**src/rtl/axi_lite_cfg_regs.sv**
```systemverilog
// AXI4-Lite configuration register bank for the Ethernet example subsystem.
// Holds MAC pattern-generator/checker controls, frame-size limits, an event counter and a sticky error flag.
module axi_lite_cfg_regs #(
    parameter int unsigned ADDR_W    = 18,
    parameter logic [31:0] ID_VALUE  = 32'h4C45_4730,
    parameter logic [31:0] BAD_RDATA = 32'hDEAD_BEEF
) (
    input  logic              axi_lite_clk,
    input  logic              axi_lite_rst,
    input  logic [ADDR_W-1:0] s_axi_awaddr,
    input  logic              s_axi_awvalid,
    output logic              s_axi_awready,
    input  logic [31:0]       s_axi_wdata,
    input  logic              s_axi_wvalid,
    output logic              s_axi_wready,
    output logic [1:0]        s_axi_bresp,
    output logic              s_axi_bvalid,
    input  logic              s_axi_bready,
    input  logic [ADDR_W-1:0] s_axi_araddr,
    input  logic              s_axi_arvalid,
    output logic              s_axi_arready,
    output logic [31:0]       s_axi_rdata,
    output logic [1:0]        s_axi_rresp,
    output logic              s_axi_rvalid,
    input  logic              s_axi_rready,
    output logic              soft_rst,
    output logic              pat_gen_enable,
    output logic              pat_chk_enable,
    output logic [1:0]        line_speed,
    output logic [4:0]        pat_gen_en_pkt_types,
    output logic [15:0]       cfg_min_size,
    output logic [15:0]       cfg_max_size,
    input  logic              event_pulse,
    input  logic              err_pulse
);
    localparam logic [2:0] S_IDLE       = 3'd0;
    localparam logic [2:0] S_WR_HAVE_AW = 3'd1;
    localparam logic [2:0] S_WR_HAVE_W  = 3'd2;
    localparam logic [2:0] S_WR_RESP    = 3'd3;
    localparam logic [2:0] S_RD_RESP    = 3'd4;

    // Word index of each register; decode is on addr[ADDR_W-1:2] only.
    localparam int IW = ADDR_W - 2;
    localparam logic [IW-1:0] A_ID      = IW'(0);
    localparam logic [IW-1:0] A_CTRL    = IW'(1);
    localparam logic [IW-1:0] A_MIN     = IW'(2);
    localparam logic [IW-1:0] A_MAX     = IW'(3);
    localparam logic [IW-1:0] A_SCRATCH = IW'(4);
    localparam logic [IW-1:0] A_EVT     = IW'(5);
    localparam logic [IW-1:0] A_ERR     = IW'(6);

    localparam logic [1:0] RESP_OKAY   = 2'b00;
    localparam logic [1:0] RESP_SLVERR = 2'b10;

    logic [2:0]    r_state;
    logic [IW-1:0] r_awidx;
    logic [31:0]   r_wdata;
    logic [1:0]    r_bresp;
    logic [31:0]   r_rdata;
    logic [1:0]    r_rresp;
    logic [9:0]    r_ctrl;
    logic [15:0]   r_min;
    logic [15:0]   r_max;
    logic [31:0]   r_scratch;
    logic [31:0]   r_evt;
    logic          r_err;

    logic          w_aw_hs, w_w_hs, w_ar_hs;
    logic          w_wr_commit;
    logic [IW-1:0] w_wr_idx;
    logic [31:0]   w_wr_data;
    logic [IW-1:0] w_rd_idx;
    logic [31:0]   w_rd_data;
    logic [1:0]    w_rd_resp;
    logic          w_unused;

    assign w_unused = ^{s_axi_awaddr[1:0], s_axi_araddr[1:0]};
    assign w_rd_idx = s_axi_araddr[ADDR_W-1:2];

    always_comb begin
        s_axi_awready = 1'b0;
        s_axi_wready  = 1'b0;
        s_axi_arready = 1'b0;
        case (r_state)
            S_IDLE: begin
                s_axi_awready = 1'b1;
                s_axi_wready  = 1'b1;
                s_axi_arready = ~s_axi_awvalid & ~s_axi_wvalid;
            end
            S_WR_HAVE_AW: s_axi_wready  = 1'b1;
            S_WR_HAVE_W:  s_axi_awready = 1'b1;
            default: ;
        endcase
    end

    assign w_aw_hs = s_axi_awvalid & s_axi_awready;
    assign w_w_hs  = s_axi_wvalid & s_axi_wready;
    assign w_ar_hs = s_axi_arvalid & s_axi_arready;

    // The half captured first comes from the latch, the other straight from the bus.
    always_comb begin
        w_wr_commit = 1'b0;
        w_wr_idx    = s_axi_awaddr[ADDR_W-1:2];
        w_wr_data   = s_axi_wdata;
        case (r_state)
            S_IDLE:       w_wr_commit = w_aw_hs & w_w_hs;
            S_WR_HAVE_AW: begin
                w_wr_commit = w_w_hs;
                w_wr_idx    = r_awidx;
            end
            S_WR_HAVE_W:  begin
                w_wr_commit = w_aw_hs;
                w_wr_data   = r_wdata;
            end
            default: ;
        endcase
    end

    always_comb begin
        w_rd_data = BAD_RDATA;
        w_rd_resp = RESP_OKAY;
        case (w_rd_idx)
            A_ID:      w_rd_data = ID_VALUE;
            A_CTRL:    w_rd_data = {22'd0, r_ctrl};
            A_MIN:     w_rd_data = {16'd0, r_min};
            A_MAX:     w_rd_data = {16'd0, r_max};
            A_SCRATCH: w_rd_data = r_scratch;
            A_EVT:     w_rd_data = r_evt;
            A_ERR:     w_rd_data = {31'd0, r_err};
            default:   w_rd_resp = RESP_SLVERR;
        endcase
    end

    always_ff @(posedge axi_lite_clk) begin
        if (axi_lite_rst) begin
            r_state   <= S_IDLE;
            r_awidx   <= '0;
            r_wdata   <= '0;
            r_bresp   <= RESP_OKAY;
            r_rdata   <= '0;
            r_rresp   <= RESP_OKAY;
            r_ctrl    <= 10'h010;
            r_min     <= 16'h0040;
            r_max     <= 16'h0500;
            r_scratch <= '0;
            r_evt     <= '0;
            r_err     <= 1'b0;
        end else begin
            case (r_state)
                S_IDLE: begin
                    if (w_aw_hs && w_w_hs) begin
                        r_state <= S_WR_RESP;
                    end else if (w_aw_hs) begin
                        r_awidx <= s_axi_awaddr[ADDR_W-1:2];
                        r_state <= S_WR_HAVE_AW;
                    end else if (w_w_hs) begin
                        r_wdata <= s_axi_wdata;
                        r_state <= S_WR_HAVE_W;
                    end else if (w_ar_hs) begin
                        r_rdata <= w_rd_data;
                        r_rresp <= w_rd_resp;
                        r_state <= S_RD_RESP;
                    end
                end
                S_WR_HAVE_AW: if (w_w_hs) r_state <= S_WR_RESP;
                S_WR_HAVE_W:  if (w_aw_hs) r_state <= S_WR_RESP;
                S_WR_RESP:    if (s_axi_bready) r_state <= S_IDLE;
                S_RD_RESP:    if (s_axi_rready) r_state <= S_IDLE;
                default:      r_state <= S_IDLE;
            endcase

            if (w_wr_commit) begin
                r_bresp <= (w_wr_idx <= A_ERR) ? RESP_OKAY : RESP_SLVERR;
                case (w_wr_idx)
                    A_CTRL:    r_ctrl    <= w_wr_data[9:0];
                    A_MIN:     r_min     <= w_wr_data[15:0];
                    A_MAX:     r_max     <= w_wr_data[15:0];
                    A_SCRATCH: r_scratch <= w_wr_data;
                    default: ;
                endcase
            end

            if (w_ar_hs && (w_rd_idx == A_EVT))
                r_evt <= {31'd0, event_pulse};
            else if (event_pulse && (r_evt != 32'hFFFF_FFFF))
                r_evt <= r_evt + 32'd1;

            if (err_pulse)
                r_err <= 1'b1;
            else if (w_wr_commit && (w_wr_idx == A_ERR) && w_wr_data[0])
                r_err <= 1'b0;
        end
    end

    assign s_axi_bvalid = (r_state == S_WR_RESP);
    assign s_axi_bresp  = r_bresp;
    assign s_axi_rvalid = (r_state == S_RD_RESP);
    assign s_axi_rdata  = r_rdata;
    assign s_axi_rresp  = r_rresp;

    assign soft_rst             = r_ctrl[0];
    assign pat_gen_enable       = r_ctrl[1];
    assign pat_chk_enable       = r_ctrl[2];
    assign line_speed           = r_ctrl[4:3];
    assign pat_gen_en_pkt_types = r_ctrl[9:5];
    assign cfg_min_size         = r_min;
    assign cfg_max_size         = r_max;
endmodule

```
**config.mk**
```make
export PLATFORM = sky130hd
export DESIGN_NAME = axi_lite_cfg_regs
export DESIGN_NICKNAME = d
export VERILOG_FILES = /design/src/rtl/axi_lite_cfg_regs.sv
export SDC_FILE = /design/constraint.sdc
export NUM_CORES = 1
export LEC_CHECK = 0
export BUFFER_PORTS_ARGS = -buffer_cell sky130_fd_sc_hd__buf_2
export CELL_PAD_IN_SITES_DETAIL_PLACEMENT = 1
export CELL_PAD_IN_SITES_GLOBAL_PLACEMENT = 1
export CORE_MARGIN = 2
export CORE_UTILIZATION = 38
export CTS_CLUSTER_SIZE = 12
export DETAILED_ROUTE_END_ITERATION = 8
export GPL_TIMING_DRIVEN = 0
export PLACE_DENSITY = 0.85
export SYNTH_ARGS = -nofsm -noshare
export SYNTH_HDL_FRONTEND = slang
export SYNTH_SLANG_ARGS = --single-unit
```
**constraint.sdc**
```tcl
create_clock -name axi_lite_clk -period 2.18 [get_ports axi_lite_clk]
set_clock_uncertainty 0.15 [all_clocks]
set_input_delay 0.218 -clock axi_lite_clk [delete_from_list [all_inputs] [get_ports axi_lite_clk]]
set_output_delay 0.218 -clock axi_lite_clk [all_outputs]
set_load 0.02 [all_outputs]
```
==> results.toml, run 1 <==
[power]
powerDensity_mw_per_mm2 = 744
power_frac_clock_pct = 35.3
p_int_mw = 6.11
power_switching_mw = 2.84
p_seq_share_pct = 42.5
peakVddDrop_uv = 482
leakagePower_nw = 5.13
comb_power_share_pct = 22.2
swShare_pct = 31.7

[status]
violations = "setup timing"
outcome = "complete, but fails checks"

[die]
die-area_mm2 = 0.0246
initial_core_util_pct = 38.9
die_w_um = 157
core-area_mm2 = 0.0228
io_pins = 160
rows = 55
die_y_um = 157

[timing]
min_period_over_period_pct = 112
setup_violations = 91
grt_setup_unrepaired = "true"
finalHoldViolations = 0
fin_crit_ns = 2.45
tns_ns = -11.62
slew_headroom_pct = 39.2
max_clock_freq_mhz = 408
fin_hold_ws_ns = 0.0117
worst_pin_slew_ns = 0.913
drv_slew = 0
layout_setup_ws_ns = -0.268

[finish]
multiInputGateArea_mm2 = 0.00510
layout-area-overhead-vs-synth_pct = 35.8
drive_gt1_share_pct = 29.1
stdcell_count = 1573
num-fill-cells = 2621
nets = 1325
diodes = 0
fin_area_mm2 = 0.0120
regArea_mm2 = 0.00388

[worst_setup_path]
critPathMaxFanout = 5
cp_num_buf_inv = 1
cpLargestDelayFamily = "simple AND/OR/NAND/NOR gates"
required_ns = 2.37
rrSetupSlack_ns = -0.27
cpMaxStageDelayCell = "or4_4"
end_kind = "flip-flop"
slowest_delay_ns = 0.56
cp_cell_sequence = "or4_4 -> nor4_4 -> a32o_2 -> nand3_4 -> buf_12 -> mux2_4"
worstSetupPathType = "flip-flop to flip-flop"
cp.arrival_ns = 2.64
crit_path_start_kind = "flip-flop"

[synthesis]
syn_area_mm2 = 0.00886
dominantRegCellSynth = "dfxtp_1"
synth_edf_count = 0
yosysMostFrequentCell = "dfxtp_1"
synth_largest_area_cell = "dfxtp_1"
synthCells = 1002
synthArstFlopShare_pct = 0
yosys_warnings = 0
postSynthAreaPerCell_um2 = 8.85
ys_seq_area_share_pct = 43.4
ys_top_cells_by_area = "dfxtp_1 (43%), mux2i_1 (11%), nand2_1 (6.9%)"
synth_common_cells = "dfxtp_1 (192), nand2_1 (162), mux2i_1 (94)"
yosys.area.top_type_share_pct = 43.4
synth-seq-cells = 192
synth.distinct_cells = 65

[route]
wl_per_cell_um = 26.6
drc_errors = 0
totalWireLength_um = 41900
viasPerCell = 6.28
vias = 9875
drtIter0Drc = 1193
ant_nets = 0
firstDrtPassIters = 7

[placement]
hpwl_um = 23800
io_buffers = 150
gp_congestion = 0.887
dp_cells = 1466
dpl-instance-area_mm2 = 0.0100

[clock_tree]
tritoncts = "done"
insertion_delay_ns = 0.45
clk_pin_slew_ns = 0.08
clockBufferDepth = 2
clkSinkCount = 192
cts_buffers = 17
cts_max_level = 4
root_buffer = "clkbuf_16"

[min_path]
hp-class = "primary input to flip-flop"

[grt]
grt_pass1_vias = 9815
grt_max_degree = 17
grt.overflow.total = 0
grt_pass1_wl_um = 58700
antenna_found_initial = 0
track_usage_pct = 31.8

[job]
cap_violations = 0
==> worst min-delay path: stages <==
cell     delay (ns)
buf_2          0.16
or4_1          0.13
a21oi_1        0.06
==> layer usage <==
| layer | global-route usage (%) | vias up | wire length, um |
|---|---|---|---|
| li1 | - | 4088 | - |
| met4 | 17.3 | 2 | 2590 |
| met1 | 38.9 | 4813 | 16000 |
| met3 | 6.70 | 237 | 3950 |
| met5 | 0 | - | 34 |
| met2 | 52.0 | 735 | 19400 |
==> state kept, by name (all words and copies together) (netlist names) <==
register	cells
r_awidx	16
r_err	1
s_axi_rdata	32
s_axi_rresp	1
r_ctrl	10
r_evt	32
r_scratch	32
r_state	3
s_axi_bresp	1
cfg_max_size	16
r_wdata	32
cfg_min_size	16
==> power groups by stage <==
stage	Clock, mW	Combinational (mW)	Sequential, mW
2_1_floorplan	0	0.939	3.88
3_3_place_gp	0	1.44	3.84
3_5_place_dp	0	1.49	3.85
4_1_cts	3.08	1.80	3.78
5_1_grt	3.28	2.07	3.81
6_report	3.16	1.99	3.80
==> cell type report <==
class,count,area share (%)
well taps,313,3.25
flip-flops and latches,192,32.2
clock buffers,22,3.94
repair buffers,228,13.2
multi-input cells,730,42.4
plain buffers,69,3.96
inverters,9,0.281
clock inverters,10,0.717
==> per-stage QoR <==
stage | utilization, % | total power, mW | setup WS (ns)
after detailed placement | 43.9 | 5.34 | -0.670
after global placement | 43.9 | 5.28 | -0.625
final | 52.8 | 8.95 | -0.268
after global routing | 52.8 | 9.16 | -0.285
after CTS | 51.5 | 8.66 | -0.181
after floorplan | - | 4.82 | 0.0150
==> cell families (layout without fill, tap and decap cells) <==
family	Yosys count	in the layout	synth area share [%]
AOI/OAI and AO/OA	221	222	15.3
xor gates and xnor gates	9	9	0.889
adders and majority gates	1	1	0.141
buffers and inverters	83	338	4.31
DFF	192	192	43.4
muxes	123	123	14.9
other	1	2	0.0423
and+or+nand+nor	372	373	21.1
==> worst paths after layout <==
| path | startpoint | end | cells after the start |
|---|---|---|---|
| hold / removal | s_axi_araddr[5] | s_axi_rdata[22] | 3 |
| setup reg to reg | r_awidx[8] | r_scratch[25] | 6 |
| hold reg to reg | s_axi_rdata[8] | s_axi_rdata[8] | 2 |
| setup / recovery | r_awidx[8] | r_scratch[25] | 6 |
==> repair_timing <==
action / CTS / global route
resized for setup: 105 / 77
setup endpoints to repair: 170 / 156
cloned: 4 / 1
hold buffers: 50 / 0
endpoints found under the hold margin: 50 / 0
pin swaps: 10 / 18
buffers inserted: 21 / 6
==> cells in the final DEF (no fill, tap or decap), drive strengths merged, types with 7 or more instances in the layout <==
cell         Yosys  layout
a21oi           76      76
a221oi          10      10
a22o             7       7
a22oi           30      30
a31oi            9       9
and3            10      10
and4            10      10
buf             35     212
clkbuf          39      57
clkinv           1       7
dfxtp          192     192
dlygate4sd3      0      50
inv              8       8
mux2            29      29
mux2i           94      94
nand2          165     166
nand3           20      20
nand4           10      10
nor2            58      58
nor2b           24      24
nor3            14      14
nor4            10      10
o21ai           60      60
or3             18      18
or4             10      10
xnor2            7       7
Note: power is estimated with default switching activity, not from simulation.
==> inputs of run 2 (changes only) <==
BUFFER_PORTS_ARGS = unset   (was -buffer_cell sky130_fd_sc_hd__buf_2)
CORE_UTILIZATION = 43   (was 38)
DONT_BUFFER_PORTS = 1   (was unset)
PLACE_DENSITY = 0.84   (was 0.85)
==> run 2 against run 1 <==
Compared with the run above: the run ends with hold timing, setup timing left; worst hold slack worse by 0.025 ns; sequential share of layout area is 2.2 points higher; final cell count is 12% lower; largest power group unchanged; non-clock buffer count is 138 lower.
==> results.toml, run 2 (synthesis results as in run 1) <==
[status]
outcome = "complete, but fails checks"
violations = "hold timing, setup timing"

[worst_setup_path]
worstSetupPathType = "flip-flop to flip-flop"
crit_path_start_kind = "flip-flop"
rrSetupSlack_ns = -0.21
r2r-end = "s_axi_rdata[19]"
critPathMaxFanout = 10
cpMaxStageDelayCell = "a21oi_1"
cp_cell_sequence = "buf_4 -> nor2_2 -> and3_4 -> buf_6 -> clkbuf_2 -> o21ai_0 -> a21oi_1"
worstReg2RegStart = "r_state[0]"
cp.arrival_ns = 2.55
required_ns = 2.34
slowest_delay_ns = 0.46
end_kind = "flip-flop"
worst_r2r_path_depth = 7

[power]
powerDensity_mw_per_mm2 = 799
leakagePower_nw = 4.43
peakVddDrop_uv = 636

[grt]
antenna_found_initial = 0
track_usage_pct = 34.6
grt.overflow.total = 0
grt_max_degree = 17
grt_pass1_wl_um = 57400
grt_pass1_vias = 9297

[min_path]
worstHoldEndpoint = "r_ctrl[4]"
hp-start = "s_axi_wdata[4]"
hp-class = "primary input to flip-flop"
hold_depth = 2

[placement]
dp_cells = 1273
gp_congestion = 0.852
hpwl_um = 22600
dpl-instance-area_mm2 = 0.00921
io_buffers = 0
dp_slack_ns = -0.602

[timing]
min_period_over_period_pct = 110
finalHoldViolations = 2
drv_slew = 0
layout_setup_ws_ns = -0.213
grt_setup_unrepaired = "true"
tns_ns = -5.55
worst_pin_slew_ns = 0.834
slew_headroom_pct = 44.4
fin_crit_ns = 2.39
max_clock_freq_mhz = 418
setup_violations = 49
fin_hold_ws_ns = -0.0133

[die]
rows = 52
initial_core_util_pct = 43.8
die_w_um = 148
die_y_um = 148
core-area_mm2 = 0.0202
io_pins = 160
die-area_mm2 = 0.0218

[route]
drc_errors = 0
totalWireLength_um = 42400
drtIter0Drc = 1193
vias = 9462
viasPerCell = 6.80
ant_nets = 0
wl_per_cell_um = 30.5
firstDrtPassIters = 6

[clock_tree]
cts_buffers = 17
root_buffer = "clkbuf_16"
clockBufferDepth = 2
cts_max_level = 4
clk_pin_slew_ns = 0.09
insertion_delay_ns = 0.46
tritoncts = "done"
clkSinkCount = 192

[finish]
nets = 1186
diodes = 0
final_cell_mix = "dfxtp_1 (168), nand2_1 (162), mux2i_1 (82), a21oi_1 (74), o21ai_0 (59)"
drive_gt1_share_pct = 19.9
layout-area-overhead-vs-synth_pct = 27.3
stdcell_count = 1391
layout_commonest_cell = "dfxtp_1"
fin_area_mm2 = 0.0113

[job]
cap_violations = 0
[run 2: how the worst max path moves through the flow]
stage,start,end,slack [ns],cells past startpoint
2_1_floorplan,r_awidx[15],r_scratch[17],0.02,6
3_3_place_gp,r_state[1],r_scratch[4],-0.54,7
3_5_place_dp,r_state[1],r_ctrl[0],-0.60,7
4_1_cts,r_awidx[11],r_scratch[29],-0.16,6
5_1_grt,r_state[0],s_axi_rdata[19],-0.30,7
6_report,r_state[0],s_axi_rdata[19],-0.21,7
[run 2: area by class of cell]
type                       count  area (um^2)
tap                          270          338
fill                        2259         8950
sequential                   192         3890
timing repair buffer          89          888
clock buffer                  20          457
clock inverter                12          133
multi-input combinational    729         5090
inverter                       9         33.8
buffer                        70          460
[run 2: repair_timing]
action | CTS | global route
hold buffers | 54 | 1
gates resized for setup | 89 | 84
gates cloned | 3 | 1
hold endpoints to repair | 78 | 1
pin swaps | 10 | 14
setup buffers | 13 | 19
setup endpoints to repair | 171 | 158
[run 2: critical path: cells and delay by family, from the launching register on]
family,cells,cell delay (ns)
AND/OR/NAND/NOR,2,0.51
buffers and inverters,3,0.63
AO/OA/AOI/OAI,2,0.61
flip-flops,1,0.34
[run 2: through the flow]
stage          total power, mW  utilization (%)
2_1_floorplan             4.82                -
3_3_place_gp              5.14             45.5
3_5_place_dp              5.18             45.5
4_1_cts                   8.60             53.7
5_1_grt                   9.18             55.8
6_report                  9.02             55.8
[run 2: metal layers]
metal	track usage [%]	wire length, um	part of all wire [%]	vias up
met5	0	0	0	-
met4	18.8	3340	7.9	0
met3	9.44	4620	11	292
met2	56.5	19000	45	724
met1	41.4	15500	36	4639
li1	-	-	-	3807
[run 2: power breakdown]
part | total (mW) | internal, mW | switching (mW)
Combinational | 1.78 | 0.684 | 1.09
Clock | 3.35 | 1.76 | 1.59
Sequential | 3.89 | 3.66 | 0.233
Total | 9.02 | 6.11 | 2.91
